## src/rtl/pipeline_hazard_controller_pkg.sv

```systemverilog
// Shared types and defaults for the pipeline hazard controller.
package pipeline_hazard_controller_pkg;

  typedef enum logic {
    RUN      = 1'b0,
    MEM_WAIT = 1'b1
  } state_e;

  localparam int WAIT_LIMIT_DEF = 255;
  localparam int CNT_W_DEF      = 16;
  localparam int WAIT_W         = 8;

  // Register 0 is not special: a match is a plain compare gated by write-back enable.
  function automatic logic reg_match(input logic [3:0] src, input logic [3:0] dst,
                                     input logic wb_en);
    return wb_en && (src == dst);
  endfunction

endpackage

```

## src/rtl/pipeline_hazard_controller_if.sv

```systemverilog
// Pipeline-side bundle: stage register tags and enables in, stall/flush controls and counters out.
interface pipeline_hazard_controller_if
  import pipeline_hazard_controller_pkg::*;
#(
  parameter int CNT_W = CNT_W_DEF
);
  logic             forward_en;
  logic [3:0]       Rn_src;
  logic [3:0]       Rm_src;
  logic             Two_src;
  logic [3:0]       EXE_Dest;
  logic [3:0]       MEM_Dest;
  logic             EXE_WB_EN;
  logic             MEM_WB_EN;
  logic             EXE_MEM_R_EN;
  logic             branch_taken;
  logic             mem_req;
  logic             mem_ready;
  logic             hazard_freeze;
  logic             id_bubble;
  logic             if_flush;
  logic             pipe_freeze;
  logic             mem_timeout;
  logic [CNT_W-1:0] stall_cycles;
  logic [CNT_W-1:0] flush_count;

  modport master (
    output forward_en, Rn_src, Rm_src, Two_src, EXE_Dest, MEM_Dest,
           EXE_WB_EN, MEM_WB_EN, EXE_MEM_R_EN, branch_taken, mem_req, mem_ready,
    input  hazard_freeze, id_bubble, if_flush, pipe_freeze, mem_timeout,
           stall_cycles, flush_count
  );

  modport slave (
    input  forward_en, Rn_src, Rm_src, Two_src, EXE_Dest, MEM_Dest,
           EXE_WB_EN, MEM_WB_EN, EXE_MEM_R_EN, branch_taken, mem_req, mem_ready,
    output hazard_freeze, id_bubble, if_flush, pipe_freeze, mem_timeout,
           stall_cycles, flush_count
  );

endinterface

```

## src/rtl/pipeline_hazard_controller_sat_counter.sv

```systemverilog
// Saturating up-counter with synchronous clear; value visible one cycle after inc.
module sat_counter #(
  parameter int W = 16
) (
  input  logic         clk,
  input  logic         clr_i,
  input  logic         inc_i,
  output logic [W-1:0] cnt_o
);

  logic [W-1:0] cnt_q, cnt_d;

  always_comb begin
    cnt_d = cnt_q;
    if (inc_i && (cnt_q != {W{1'b1}})) begin
      cnt_d = cnt_q + 1'b1;
    end
  end

  always_ff @(posedge clk) begin
    if (clr_i) begin
      cnt_q <= '0;
    end else begin
      cnt_q <= cnt_d;
    end
  end

  assign cnt_o = cnt_q;

endmodule

```

## src/rtl/pipeline_hazard_controller.sv

```systemverilog
// Hazard/flush/freeze control: stall and flush decisions are combinational, memory-wait
// tracking, timeout flag and performance counters are registered.
module pipeline_hazard_controller
  import pipeline_hazard_controller_pkg::*;
#(
  parameter int WAIT_LIMIT = WAIT_LIMIT_DEF,
  parameter int CNT_W      = CNT_W_DEF
) (
  input logic                          clk,
  input logic                          rst,
  pipeline_hazard_controller_if.slave  bus
);

  localparam logic [WAIT_W-1:0] LIMIT = WAIT_W'(WAIT_LIMIT);

  logic rn_exe, rn_mem, rm_exe, rm_mem;
  logic hazard, pipe_freeze, hazard_freeze, if_flush, id_bubble;

  state_e            state_q, state_d;
  logic [WAIT_W-1:0] wait_cnt_q, wait_cnt_d;
  logic              mem_timeout_q, mem_timeout_d;
  logic [CNT_W-1:0]  stall_cnt, flush_cnt;

  always_comb begin
    rn_exe = reg_match(bus.Rn_src, bus.EXE_Dest, bus.EXE_WB_EN);
    rn_mem = reg_match(bus.Rn_src, bus.MEM_Dest, bus.MEM_WB_EN);
    rm_exe = bus.Two_src && reg_match(bus.Rm_src, bus.EXE_Dest, bus.EXE_WB_EN);
    rm_mem = bus.Two_src && reg_match(bus.Rm_src, bus.MEM_Dest, bus.MEM_WB_EN);
    // With forwarding only a load in EXE cannot be bypassed in time.
    if (bus.forward_en) begin
      hazard = bus.EXE_MEM_R_EN && (rn_exe || rm_exe);
    end else begin
      hazard = rn_exe || rn_mem || rm_exe || rm_mem;
    end
    pipe_freeze   = bus.mem_req && !bus.mem_ready;
    if_flush      = !pipe_freeze && bus.branch_taken;
    hazard_freeze = !pipe_freeze && !bus.branch_taken && hazard;
    id_bubble     = if_flush || hazard_freeze;
  end

  always_comb begin
    state_d = state_q;
    case (state_q)
      RUN:      if (pipe_freeze) state_d = MEM_WAIT;
      MEM_WAIT: if (bus.mem_ready || !bus.mem_req) state_d = RUN;
      default:  state_d = RUN;
    endcase

    wait_cnt_d = wait_cnt_q;
    if (state_d == RUN) begin
      wait_cnt_d = '0;
    end else if ((state_q == MEM_WAIT) && (wait_cnt_q != LIMIT)) begin
      wait_cnt_d = wait_cnt_q + 1'b1;
    end

    mem_timeout_d = mem_timeout_q || ((state_q == MEM_WAIT) && (wait_cnt_q == LIMIT));
  end

  always_ff @(posedge clk) begin
    if (rst) begin
      state_q       <= RUN;
      wait_cnt_q    <= '0;
      mem_timeout_q <= 1'b0;
    end else begin
      state_q       <= state_d;
      wait_cnt_q    <= wait_cnt_d;
      mem_timeout_q <= mem_timeout_d;
    end
  end

  sat_counter #(.W(CNT_W)) u_stall_cnt (
    .clk   (clk),
    .clr_i (rst),
    .inc_i (pipe_freeze || hazard_freeze),
    .cnt_o (stall_cnt)
  );

  sat_counter #(.W(CNT_W)) u_flush_cnt (
    .clk   (clk),
    .clr_i (rst),
    .inc_i (if_flush),
    .cnt_o (flush_cnt)
  );

  assign bus.hazard_freeze = hazard_freeze;
  assign bus.id_bubble     = id_bubble;
  assign bus.if_flush      = if_flush;
  assign bus.pipe_freeze   = pipe_freeze;
  assign bus.mem_timeout   = mem_timeout_q;
  assign bus.stall_cycles  = stall_cnt;
  assign bus.flush_count   = flush_cnt;

endmodule

```

## src/flat_wrapper.sv

```systemverilog
// flat-port wrapper written by rule: the top's interface ports become plain ports
module pipeline_hazard_controller_flat import pipeline_hazard_controller_pkg::*;
#(
  parameter int WAIT_LIMIT = WAIT_LIMIT_DEF,
  parameter int CNT_W      = CNT_W_DEF
)
  (clk, rst, bus_forward_en, bus_Rn_src, bus_Rm_src, bus_Two_src, bus_EXE_Dest, bus_MEM_Dest, bus_EXE_WB_EN, bus_MEM_WB_EN, bus_EXE_MEM_R_EN, bus_branch_taken, bus_mem_req, bus_mem_ready, bus_hazard_freeze, bus_id_bubble, bus_if_flush, bus_pipe_freeze, bus_mem_timeout, bus_stall_cycles, bus_flush_count);
  pipeline_hazard_controller_if #(.CNT_W(CNT_W)) bus_i ();
  input logic clk;
  input logic rst;
  input wire logic [$bits(bus_i.forward_en)-1:0] bus_forward_en;
  input wire logic [$bits(bus_i.Rn_src)-1:0] bus_Rn_src;
  input wire logic [$bits(bus_i.Rm_src)-1:0] bus_Rm_src;
  input wire logic [$bits(bus_i.Two_src)-1:0] bus_Two_src;
  input wire logic [$bits(bus_i.EXE_Dest)-1:0] bus_EXE_Dest;
  input wire logic [$bits(bus_i.MEM_Dest)-1:0] bus_MEM_Dest;
  input wire logic [$bits(bus_i.EXE_WB_EN)-1:0] bus_EXE_WB_EN;
  input wire logic [$bits(bus_i.MEM_WB_EN)-1:0] bus_MEM_WB_EN;
  input wire logic [$bits(bus_i.EXE_MEM_R_EN)-1:0] bus_EXE_MEM_R_EN;
  input wire logic [$bits(bus_i.branch_taken)-1:0] bus_branch_taken;
  input wire logic [$bits(bus_i.mem_req)-1:0] bus_mem_req;
  input wire logic [$bits(bus_i.mem_ready)-1:0] bus_mem_ready;
  output wire logic [$bits(bus_i.hazard_freeze)-1:0] bus_hazard_freeze;
  output wire logic [$bits(bus_i.id_bubble)-1:0] bus_id_bubble;
  output wire logic [$bits(bus_i.if_flush)-1:0] bus_if_flush;
  output wire logic [$bits(bus_i.pipe_freeze)-1:0] bus_pipe_freeze;
  output wire logic [$bits(bus_i.mem_timeout)-1:0] bus_mem_timeout;
  output wire logic [$bits(bus_i.stall_cycles)-1:0] bus_stall_cycles;
  output wire logic [$bits(bus_i.flush_count)-1:0] bus_flush_count;
  assign bus_i.forward_en = bus_forward_en;
  assign bus_i.Rn_src = bus_Rn_src;
  assign bus_i.Rm_src = bus_Rm_src;
  assign bus_i.Two_src = bus_Two_src;
  assign bus_i.EXE_Dest = bus_EXE_Dest;
  assign bus_i.MEM_Dest = bus_MEM_Dest;
  assign bus_i.EXE_WB_EN = bus_EXE_WB_EN;
  assign bus_i.MEM_WB_EN = bus_MEM_WB_EN;
  assign bus_i.EXE_MEM_R_EN = bus_EXE_MEM_R_EN;
  assign bus_i.branch_taken = bus_branch_taken;
  assign bus_i.mem_req = bus_mem_req;
  assign bus_i.mem_ready = bus_mem_ready;
  assign bus_hazard_freeze = bus_i.hazard_freeze;
  assign bus_id_bubble = bus_i.id_bubble;
  assign bus_if_flush = bus_i.if_flush;
  assign bus_pipe_freeze = bus_i.pipe_freeze;
  assign bus_mem_timeout = bus_i.mem_timeout;
  assign bus_stall_cycles = bus_i.stall_cycles;
  assign bus_flush_count = bus_i.flush_count;
  pipeline_hazard_controller #(.WAIT_LIMIT(WAIT_LIMIT), .CNT_W(CNT_W)) u_core (.clk(clk), .rst(rst), .bus(bus_i));
endmodule
```

## config.mk

```make
export PLATFORM = sky130hd
export DESIGN_NAME = pipeline_hazard_controller_flat
export DESIGN_NICKNAME = d
export VERILOG_FILES = /design/src/rtl/pipeline_hazard_controller_pkg.sv /design/src/rtl/pipeline_hazard_controller_if.sv /design/src/rtl/pipeline_hazard_controller_sat_counter.sv /design/src/rtl/pipeline_hazard_controller.sv /design/src/flat_wrapper.sv
export SDC_FILE = /design/constraint.sdc
export NUM_CORES = 1
export LEC_CHECK = 0
export CORE_UTILIZATION = 30
export DETAILED_ROUTE_END_ITERATION = 8
export GPL_ROUTABILITY_DRIVEN = 0
export PLACE_DENSITY = 0.58
export RECOVER_POWER = 50
export SYNTH_ARGS = -nofsm -noshare
export SYNTH_HDL_FRONTEND = slang
export SYNTH_SLANG_ARGS = --single-unit
export TNS_END_PERCENT = 10
```

## constraint.sdc

```tcl
create_clock -name clk -period 2.9 [get_ports clk]
set_input_delay 0.435 -clock clk [delete_from_list [all_inputs] [get_ports clk]]
set_output_delay 0.435 -clock clk [all_outputs]
set_load 0.02 [all_outputs]
```

# Word-level counts from Yosys, hierarchy flattened
# Index checks and enable logic that the tools add are counted.
dict set report word_totals {
  ff_bits 42
  in_bits 26
  output_inout_bits 37
  word_cells 50
}
dict set report op_classes {
  add_sub_neg 3
  eq_ne 8
  mux 4
  n_bitwise 2
  reduce_logical 28
}
# op n
set ops {}
lappend ops {{$add A16 B1 Y16 const B} 2}
lappend ops {{$ne A16 B16 Y1 const B} 2}
lappend ops {{$eq A4 B4 Y1} 4}
lappend ops {{$logic_and A1 B1 Y1} 15}
lappend ops {{$add A8 B1 Y8 const B} 1}
lappend ops {{$eq A8 B8 Y1 const B} 1}
lappend ops {{$logic_or A1 B1 Y1} 8}
lappend ops {{$ne A8 B8 Y1 const B} 1}
lappend ops {{$logic_not A1 Y1} 4}
lappend ops {{$mux W1} 3}
lappend ops {{$not A1 Y1} 2}
lappend ops {{$pmux W1 S2} 1}
lappend ops {{$reduce_or A2 Y1} 1}

# Logic depth before layout (Yosys ltp)
dict set report depth {
  word_depth 9
  ltp_mapped 9
  depth_no_buf 7
}

# Hierarchy
# From an unflattened synthesis, not the netlist that was laid out.
dict set report unflattened {
  cells_unflattened 275
  area_unflattened_um2 2343.5
}
# mod n_inst cells_each area_per_inst_um2
set modules_own_cells {}
lappend modules_own_cells {sat_counter 2 99 848.3}
lappend modules_own_cells {pipeline_hazard_controller 1 77 646.9}

# Worst setup path before layout
# Ideal clock, no wire load.
dict set report synth_timing {
  path_kind {register to register}
  startpoint {reg u_core.u_stall_cnt.cnt_q[0], in the netlist u_core.u_stall_cnt.cnt_o[0]}
  endpoint {reg u_core.u_stall_cnt.cnt_q[1], in the netlist u_core.u_stall_cnt.cnt_o[1]}
  setup_ps 128
  arrival_time_ps 1931
  t_required_ps 2772
  setup_slack_ps 842
  stages_incl_launch_ff 10
  path_cell_list {dfxtp_1 > ha_1 > nand3_2 > nor3_4 > a41oi_2 > o31ai_4 > buf_8 > buf_8 > mux2i_1 > nor2_1}
}
dict set report synth_between {
  elab_chain_cells 2
}
# item line
set synth_rtl {}
lappend synth_rtl {{start: declaration} pipeline_hazard_controller_sat_counter.sv:11} ;# logic [W-1:0] cnt_q, cnt_d;
lappend synth_rtl {{start signal: assignment} pipeline_hazard_controller_sat_counter.sv:24} ;# cnt_q <= cnt_d;
lappend synth_rtl {{parallel branches: the longest is 2 deep, another holds $add A16 B1 Y16} n/a}
# Several ways; the timed one is not identified.
# A chain may end at the register's enable or synchronous reset.

# Worst setup path after layout
dict set report layout_timing {
  startpoint {in bus_EXE_Dest[2]}
  endpoint {out bus_hazard_freeze}
}
dict set report layout_between {
  elab_chain_cells 7
}
# item line
set layout_rtl {}
lappend layout_rtl {{start: declaration} flat_wrapper.sv:15} ;# input wire logic [$bits(bus_i.EXE_Dest)-1:0] bus_EXE_Dest;
lappend layout_rtl {{$eq A4 B4 Y1} pipeline_hazard_controller_pkg.sv:16} ;# return wb_en && (src == dst);
lappend layout_rtl {{$logic_and A1 B1 Y1} pipeline_hazard_controller_pkg.sv:16}
lappend layout_rtl {{$logic_or A1 B1 Y1 / $logic_and A1 B1 Y1 (equally long branches)} {pipeline_hazard_controller.sv:33, pipeline_hazard_controller.sv:27}}
lappend layout_rtl {{$logic_or A1 B1 Y1, on equally long branches} {pipeline_hazard_controller.sv:33, pipeline_hazard_controller.sv:31}}
lappend layout_rtl {{$logic_or A1 B1 Y1 / $logic_and A1 B1 Y1 (equally long branches)} {pipeline_hazard_controller.sv:33, pipeline_hazard_controller.sv:31}}
lappend layout_rtl {{$mux W1 (*)} pipeline_hazard_controller.sv:30} ;# if (bus.forward_en) begin
lappend layout_rtl {{$logic_and A1 B1 Y1 (*)} pipeline_hazard_controller.sv:37} ;# hazard_freeze = !pipe_freeze && !bus.branch_taken && hazard;
lappend layout_rtl {{end: declaration} flat_wrapper.sv:23} ;# output wire logic [$bits(bus_i.hazard_freeze)-1:0] bus_hazard_freeze;
# Every way passes the cells marked *; elsewhere a longest branch is shown, timed or not.

==> flow_results.org <==
** Outcome
- Result of the run :: complete, no violations

** Pwr
- Across the VDD grid, the largest voltage drop is 0.218 mV.
- The analysis attributes to cell leakage a power of 1.09 nW.
- In this run the power density over the cells is 423 nW/um2.

** Clock tree
- Number of buffers inserted during clock tree synthesis :: 5
- Gates resized during post-CTS repair numbered 0.
- Post-CTS timing repair inserted 0 buffers for setup.
- Number of hold buffers added after cts :: 0
- Reg clk slew, reported paths :: 0.07 ns
- The clock net in this run drives a total of 42 sinks.
- TritonCTS clock tree :: built
- In this run the clock root is driven by a sky130_fd_sc_hd__clkbuf_8.
- CTS built an H-tree with a depth of 2.
- The clock reaches the later pin of the worst-skew pair after 0.28 ns.
- The clock passes through at most 2 buffers.

** Cells and area
- 0 antenna diodes ended up in the layout.
- Synth-to-layout area growth :: 38.1%
- Leaving out fill and tap cells, the most frequent cell in the layout is sky130_fd_sc_hd__dfxtp_1.
- The finished layout holds 428 standard cells, fillers aside.
- Top library cells by usage in the layout, fill and taps aside :: sky130_fd_sc_hd__dfxtp_1, sky130_fd_sc_hd__nor2_1, sky130_fd_sc_hd__clkdlybuf4s50_1
- Final standard cell area without fillers :: 3080 um2
- Of the cells placed in the final design, the portion with a size suffix greater than 1 is 6.38%.
- At the end of the flow, the number of nets in the layout was 357.

** Critical path
- R2r setup slk :: 0.41 ns
- The worst register-to-register path begins at u_core.u_stall_cnt.cnt_o[0].
- Kind of start point of the critical path :: input pin
- In this run the worst setup path terminates at bus_hazard_freeze.
- Critical Path RT :: 2.47 ns
- Critical path start-end classification :: input pin to output pin
- Of all nets on the critical path, the largest fanout is 3.
- Arrival time of the worst setup path :: 2.26 ns
- The endpoint identified for the worst register-to-register timing path is u_core.u_stall_cnt.cnt_o[1].
- Critical Path End Type :: output pin
- The worst register-to-register path has a depth of 8.
- The critical path starts at bus_EXE_Dest[2].

** Synthesis
- Of all flip-flops after synthesis, the portion carrying an async set or reset was 0%.
- The average instance in the mapped netlist occupies 8.51 um2.
- After synthesis the netlist holds a flip-flop and latch count of 42.
- For this run, the leading register cell type out of synthesis is sky130_fd_sc_hd__dfxtp_1.
- Instance count of the mapped netlist :: 262
- Synth warn :: 0
- The synthesized netlist contains 39 unique library cells.
- After synthesis, flip-flops and latches occupy 37.7% of the total area.
- In this run the cell area of the synthesized design comes to 2230 um2.
- In this run, synthesis inferred 0 flip-flops with an integrated enable.
- Synthesized netlist net count :: 291

** STA
- Hold is met by 0.473 ns.
- The final hold violation count is 0.
- Max Clock Freq :: 371 MHz
- Largest clock skew in the final design :: 0.00886 ns
- For the pin with the worst max-slew slack, the measured transition is 0.799 ns.
- In the finished design, the share of the clock period the worst path needs comes to 93.0%.
- Time the worst path needs with I/O delays and setup :: 2.70 ns
- Worst max-slew margin expressed relative to the limit :: 46.8%
- Count of endpoints failing setup in the final report :: 0
- Sum Neg Setup Slack :: 0 ns
- Least setup slack across all paths after layout :: 0.203 ns
- The number of max-slew violations in the final report came to 0.
- Unrepaired setup endpoints after global routing :: no

** Worst hold path
- The worst hold path belongs to the class flop to flop.
- Along the worst hold path, the cell count comes to 2.

** Placement
- Post-placement setup slack :: 0.199 ns
- Detailed placer's ending HPWL :: 3900 um
- Post-DP Area :: 2950 um2
- Number of port buffers :: 62
- Total instance count after detailed placement :: 420

** Detailed routing
- The first TritonRoute pass finished after 4 iterations.
- DR WL/cell :: 12.1 um
- Once detail routing completed, the nets flagged for antenna violations numbered 0.
- In this run, the number of DRC markers left after iteration 0 of detailed routing was 93.
- In the routed design, unresolved DRC markers number 0.
- DRT Wirelength :: 5160 um
- Dividing the detail-routed via count by the number of cells gives 4.85.
- Vias :: 2074

** Floorplanning
- Initial core utilization :: 30.9%
- 63 I/O pins were placed.
- The die covers 7790 um2.
- Placeable core region :: 7210 um2
- The floorplan step set the die width to 88.2 um.
- In this run the vertical extent of the chip is 88.2 um.
- After floorplanning, the core was divided into 31 placement rows.

** GRT
- Pin count of the biggest net entering global routing :: 22
- The first global-routing pass estimated 8870 um of wire.
- Via count of the first global-routing pass :: 1906
- Number of antenna violations at the first check in global routing :: 0
- Total grt overflow :: 0
- Total routing usage reported by global routing :: 14.2%

** Flow run
- Max Cap Viol :: 0
==> power by group <==
part | internal, W | switching [W]
combinational | 0.0000740 | 0.0000696
sequential | 0.000582 | 0.00000586
clock | 0.000367 | 0.000203
total | 0.00102 | 0.000279
==> cell families (layout without fill, tap and decap cells) <==
family                     Yosys count  after routing  synth area share, %
buffers and inverters               16             83                 4.04
xor gates and xnor gates            33             33                 13.0
muxes                                4              4                 1.85
and+or+nand+nor                    114            114                 27.0
adders and majority gates            3              3                 1.68
DFF                                 42             42                 37.7
AOI/OAI and AO/OA                   50             50                 14.8
==> final cells by class <==
class | instances | area [um2]
Clock buffer | 6 | 82.6
Clock inverter | 2 | 60.1
Fill cell | 745 | 4130
Inverter | 8 | 30.0
Multi-Input combinational cell | 204 | 1290
Sequential cell | 42 | 841
Tap cell | 99 | 124
Timing Repair Buffer | 67 | 654
==> metrics by stage <==
| step | utilization [%] | total power (W) |
|---|---|---|
| final | 42.7 | 0.00130 |
| after detailed placement | 40.9 | 0.000748 |
| after global placement | 40.9 | 0.000747 |
| after global routing | 42.7 | 0.00136 |
| after floorplan | - | 0.000682 |
| after CTS | 42.9 | 0.00132 |
==> cells in the mapped netlist (2+ instances only) <==
master / count / area, um2
sky130_fd_sc_hd__dfxtp_1: 42 / 841
sky130_fd_sc_hd__nor2_1: 34 / 128
sky130_fd_sc_hd__xnor2_1: 28 / 245
sky130_fd_sc_hd__a21oi_1: 18 / 90.1
sky130_fd_sc_hd__nand2_1: 17 / 63.8
sky130_fd_sc_hd__nand3_1: 12 / 60.1
sky130_fd_sc_hd__or3_1: 10 / 62.6
sky130_fd_sc_hd__inv_1: 8 / 30.0
sky130_fd_sc_hd__o21ai_0: 8 / 40.0
sky130_fd_sc_hd__o21ai_1: 8 / 40.0
sky130_fd_sc_hd__nand4_1: 7 / 43.8
sky130_fd_sc_hd__nor3_1: 6 / 30.0
sky130_fd_sc_hd__or4_1: 6 / 45.0
sky130_fd_sc_hd__and3_1: 5 / 31.3
sky130_fd_sc_hd__clkbuf_1: 5 / 18.8
sky130_fd_sc_hd__xor2_1: 5 / 43.8
sky130_fd_sc_hd__nor4_1: 4 / 25.0
sky130_fd_sc_hd__o31ai_1: 4 / 30.0
sky130_fd_sc_hd__a31oi_1: 3 / 18.8
sky130_fd_sc_hd__ha_1: 3 / 37.5
sky130_fd_sc_hd__mux2i_1: 3 / 30.0
sky130_fd_sc_hd__o2111ai_1: 3 / 26.3
sky130_fd_sc_hd__and4_1: 2 / 17.5
sky130_fd_sc_hd__buf_8: 2 / 30.0
sky130_fd_sc_hd__nand2b_1: 2 / 12.5
sky130_fd_sc_hd__nand3_2: 2 / 20.0
sky130_fd_sc_hd__nor2b_1: 2 / 12.5
sky130_fd_sc_hd__o22ai_2: 2 / 25.0
==> metal layers <==
layer / share of wire (%) / GRT usage (%) / vias up
li1: - / - / 1073
met1: 49 / 18.6 / 967
met2: 47 / 24.3 / 32
met3: 3.7 / 2.99 / 2
met4: 0.52 / 2.35 / 0
met5: 0 / 0 / -
==> sequential cells by signal, summed over array words and instances (netlist names) <==
| signal | count |
|---|---|
| u_core.u_flush_cnt.cnt_o | 16 |
| u_core.u_stall_cnt.cnt_o | 16 |
| u_core.wait_cnt_q | 8 |
| u_core.bus.mem_timeout | 1 |
| u_core.state_q | 1 |
==> how the worst min path moves through the flow <==
stage | start | end | slack, ns
final | u_core.bus.mem_timeout | u_core.bus.mem_timeout | 0.47
after global routing | u_core.u_stall_cnt.cnt_o[13] | u_core.u_stall_cnt.cnt_o[13] | 0.54
after CTS | u_core.bus.mem_timeout | u_core.bus.mem_timeout | 0.49
after detailed placement | u_core.bus.mem_timeout | u_core.bus.mem_timeout | 0.46
after global placement | u_core.bus.mem_timeout | u_core.bus.mem_timeout | 0.48
after floorplan | u_core.state_q | u_core.bus.mem_timeout | 0.48
==> critical path, cell delays in order <==
cell	delay, ns
sky130_fd_sc_hd__clkdlybuf4s50_1	0.51
sky130_fd_sc_hd__xnor2_1	0.14
sky130_fd_sc_hd__nand4_1	0.14
sky130_fd_sc_hd__o22ai_2	0.18
sky130_fd_sc_hd__nor2_1	0.08
sky130_fd_sc_hd__nor3_1	0.13
sky130_fd_sc_hd__clkdlybuf4s50_1	0.64
(Power assumes the default switching activity.)
==> patch 1: new RTL, config.mk and constraints unchanged <==
Reset style: asynchronous (`rst`), changed in one clocked block.
--- a/src/rtl/pipeline_hazard_controller.sv
+++ b/src/rtl/pipeline_hazard_controller.sv
@@ -56,7 +56,7 @@
     mem_timeout_d = mem_timeout_q || ((state_q == MEM_WAIT) && (wait_cnt_q == LIMIT));
   end
 
-  always_ff @(posedge clk) begin
+  always_ff @(posedge clk or posedge rst) begin
     if (rst) begin
       state_q       <= RUN;
       wait_cnt_q    <= '0;
Behaviour: same outputs for any inputs over 10 cycles, from zero or initial values and one cycle with rst high; that may be too few to reach the edited logic, so the function may still have changed.
==> patch 1 against the original RTL <==
  * Worst hold slack got worse by 0.0025 ns
  * Design area increased by 4.5%
  * Routed wire length increased by 17%
  * Clock skew decreased by 0.00082 ns
  * Setup slack improved by 0.0022 ns
  * Largest power group unchanged
  * Maximum frequency about the same
  * Sequential share of layout area increased by 0.37 points
  * Global-route usage increased by 1.3 points
  * Synthesized area increased by 7.6%
  * Final cell count increased by 4.7%
  * Clock power decreased by 33%
  * Synthesized cell count increased by 5.3%
  * Total power decreased by 14%
  * Sequential cell count unchanged
==> patch 1: results <==
[status]
status = complete, no violations

[critical_path]
critPathArrivalTime_ns = 2.26
reg2reg_slack_ns = 0.71
cp_max_fo = 3

[synthesis]
synthMuxAreaShare_pct = 3.127
synth.distinct_cells = 54
synth_common_cells = dfxtp_1, nor2_1, xnor2_1, nand2_1, nand3_1
synth_compound_area_share_pct = 12.25
synth_nets = 305
synthArstFlopShare_pct = 23.81
yosysSeqAreaShare_pct = 37.10
synth_adder_area_share_pct = 1.563
synthTopCellsByArea = dfxtp_1, dfrtp_1, xnor2_1
synth_xor_area_share_pct = 12.04
yosysWarnings = 0
synth_edf_count = 0

[final_layout]
drive_gt1_share_pct = 7.803
final_nets = 374
fill_cells = 793
insertedDiodeCount = 0

[cts]
hold_buffers = 0
cts_setup_buffers = 0
cts.root.buffer_cell = clkbuf_8
cts.clk_slew.worst_paths_ns = 0.08
post_cts_resized = 0
cts_made_buffers = 5
clk_latency_ns = 0.30
ctsLongestPathBuffers = 2
cts.htree.levels = 2

[sta]
fin_skew_ns = 0.008040
relSlewSlack_pct = 60.54
whs_ns = 0.4709
setup_viol = 0

[drt]
drt_pass1_iterations = 4
dr_total_vias = 2215
drt-initial-drc-count = 68
finalWirelength_mm = 6.040
drc = 0

[grt]
grt_first_pass_wirelength_mm = 10.34
globalRouteMet1Util_pct = 19.30
grt_max_degree = 18
grt_usage_pct = 15.46
grtUsageMet3_pct = 4.188
grtUsageMet2_pct = 25.63
antenna_found_initial = 0

[worst_hold_path]
hp-class = reg -> reg

[placement]
dpl.hpwl_mm = 4.566
port_buffers = 62

[pwr]
leakage_nw = 1.191
ir_drop_v = 0.0001253
-- patch 1: cell count changes in the layout (fill, tap and decap cells not counted), moves of 5 or more --
| cell | change |
|---|---|
| a21oi_1 | -7 |
| clkdlybuf4s50_1 | +5 |
| dfrtp_1 | +10 |
| dfxtp_1 | -10 |
| dlygate4sd3_1 | -6 |
| nand3_1 | +6 |
| nand4_1 | +9 |
| o21ai_1 | -7 |
-- patch 1: kinds of logic after synthesis --
family,Yosys count
DFF,42
and+or+nand+nor,127
xor gates and xnor gates,33
AOI/OAI and AO/OA,42
buffers and inverters,22
muxes,7
adders and majority gates,3
-- patch 1: critical path, stage by stage --
cell,delay [ns]
clkdlybuf4s50_1,0.51
xnor2_1,0.14
nand4_1,0.12
o22ai_1,0.21
o21bai_1,0.14
nor2_1,0.10
clkdlybuf4s50_1,0.61
-- patch 1: cell type report --
class	count	area, sq um	share of cell area, %
Multi-Input combinational cell	212	1389	43.12
Clock buffer	5	68.82	2.137
Inverter	13	48.80	1.515
Sequential cell	42	890.9	27.66
Timing Repair Buffer	71	679.4	21.10
Tap cell	102	127.6	3.963
Clock inverter	3	16.27	0.5051
-- patch 1: final timing paths --
path	start	endpoint	depth (start not counted)
setup / recovery	bus_Rn_src[2]	bus_hazard_freeze	7
hold / removal	u_core.bus.mem_timeout$_DFF_PP0_	u_core.bus.mem_timeout$_DFF_PP0_	2
setup reg to reg	u_core.u_stall_cnt.cnt_o[0]$_SDFFE_PP0P_	u_core.u_stall_cnt.cnt_o[7]$_SDFFE_PP0P_	8
hold reg to reg	u_core.bus.mem_timeout$_DFF_PP0_	u_core.bus.mem_timeout$_DFF_PP0_	2
max in group asynchronous	rst	u_core.wait_cnt_q[1]$_DFFE_PP0P_	2
min in group asynchronous	rst	u_core.wait_cnt_q[0]$_DFFE_PP0P_	2
-- patch 1: report_power, final --
group | switching (W) | internal, W | total [W]
clock network | 0.000214 | 0.000165 | 0.000380
logic | 0.0000766 | 0.0000750 | 0.000152
registers | 0.00000599 | 0.000584 | 0.000590
-- patch 1: stage by stage --
stage | total power [W] | cell area, sq um | util (%) | instances | worst slack, ns
floorplan | 0.0006856 | 2401 | - | 276 | 0.7646
global placement | 0.0007605 | 3148 | 40.74 | 440 | 0.09635
detailed placement | 0.0007613 | 3148 | 40.74 | 440 | 0.07075
CTS | 0.001140 | 3233 | 41.84 | 448 | 0.07555
global route | 0.001173 | 3221 | 41.68 | 448 | 0.04370
finish | 0.001121 | 3221 | 41.68 | 448 | 0.2053
-- patch 1: metal layers --
layer / routed length, um / vias to the layer above
li1: - / 1128
met1: 2834 / 1026
met2: 2813 / 55
met3: 313 / 6
met4: 79 / 0
met5: 0 / -
==> patch 2: new RTL, same flow settings <==
Made on the original files. Change the package constant `WAIT_LIMIT_DEF` from 255 to 127.
--- a/src/rtl/pipeline_hazard_controller_pkg.sv
+++ b/src/rtl/pipeline_hazard_controller_pkg.sv
@@ -6,7 +6,7 @@
     MEM_WAIT = 1'b1
   } state_e;
 
-  localparam int WAIT_LIMIT_DEF = 255;
+  localparam int WAIT_LIMIT_DEF = 127;
   localparam int CNT_W_DEF      = 16;
   localparam int WAIT_W         = 8;
 
Formal check against the unedited RTL: same outputs for any inputs over 10 cycles, from zero or initial values and one cycle with rst high; that may be too few to reach the edited logic, so the function may still have changed.
==> patch 2 against the original RTL <==
  * Count of clock-buffer cells in the layout grew 1
  * Design area decreased by 0.69%
  * Maximum frequency is 8.4% higher
  * Setup slack improved by 0.21 ns
  * Non-clock buffer count is the same
  * Synthesized area fell by 1.1%
  * Total power is 8.8% lower
  * Die area decreased by 1.1%
  * Routed wire length shrank 1.4%
  * Utilization grew 1.4 points
  * Sequential cell count stayed put
  * Sequential power barely moved
  * Via count shrank 2.1%
  * Clock power fell by 20%
  * Largest power group unchanged
==> patch 2: results <==
[synthesis]
avgSynthCellArea_sq_um = 8.617
yosysSeqAreaShare_pct = 38.12
synth_nets = 285
synth_top_area_share_pct = 38.12
synth.distinct_cells = 43
syn_inst = 256
synthTopCellsByArea = dfxtp_1, xnor2_1, xor2_1
synth_common_cells = dfxtp_1, nor2_1, nand2_1, xnor2_1, a21oi_1

[status]
status = complete, no violations

[drt]
routed-wl-met2_mm = 2.276
drt-initial-drc-count = 47
finalWirelength_mm = 5.087
met1Wirelength_mm = 2.430
route.met3.wl_um = 325
dr_total_vias = 2031
drt_pass1_iterations = 4

[critical_path]
slowest_delay_ns = 0.45
reg2reg_slack_ns = 0.84
critPathArrivalTime_ns = 2.05
r2r-end = u_core.u_stall_cnt.cnt_o[15]$_SDFFE_PP0P_
rr_worst_depth = 8
endpoint = bus_id_bubble
cp_max_fo = 2

[placement]
dpl.hpwl_mm = 3.798
dp_slack_ns = 0.02887
dpl_cell_area_sq_um = 2952
dp_cells = 412

[sta]
fin_ws_ns = 0.4110
whs_ns = 0.4748
relSlewSlack_pct = 38.12
fin_skew_ns = 0.007565

[final_layout]
clkCellAreaFrac_pct = 3.476
final_core_util_pct = 44.05
clkbuf_count = 7
drive_gt1_share_pct = 6.173
finalNonFillerCells = 420
multi_input_area_sq_um = 1294
inv_count = 7
seq_share_pct = 27.48
fill_cells = 677
multi_input_gates = 200
final_nets = 352
signal_buffer_area_fraction_pct = 21.96

[grt]
grtUsageMet2_pct = 22.97
grt_first_pass_wirelength_mm = 8.493
grt_max_degree = 28
antenna_found_initial = 0
grt_usage_pct = 13.83
globalRouteMet1Util_pct = 16.89
grtUsageMet3_pct = 4.807
busiest_layer = met2

[cts]
clk_latency_ns = 0.29
cts_setup_buffers = 0
cts.htree.levels = 2

[pwr]
ir_drop_v = 0.0002092
leakage_nw = 1.164
swShare_pct = 22.81

[worst_hold_path]
hp-class = reg -> reg
-- patch 2: changes by cell type in the layout (fill, tap and decap cells not counted), sizes merged, moves of 3 or more --
cell and delta:
nand3 -3, and2 +3, xnor2 -8, xor2 +10, nor2 -7, nor3 -4
nand4 +5, o21ai -3, nor4 -3, nand2 +3
-- patch 2: power groups by stage --
stage | Clock [W] | Sequential [W] | Combinational, W
floorplan | 0 | 0.000607 | 0.0000691
global placement | 0 | 0.000603 | 0.000146
detailed placement | 0 | 0.000602 | 0.000147
CTS | 0.000469 | 0.000589 | 0.000148
global route | 0.000490 | 0.000590 | 0.000156
finish | 0.000454 | 0.000589 | 0.000144
-- patch 2: kinds of logic after synthesis --
group                      synth area share [%]
DFF                                       38.12
buffers and inverters                     3.233
xor gates and xnor gates                  13.90
AOI/OAI and AO/OA                         13.39
and+or+nand+nor                           27.79
adders and majority gates                 1.702
muxes                                     1.872
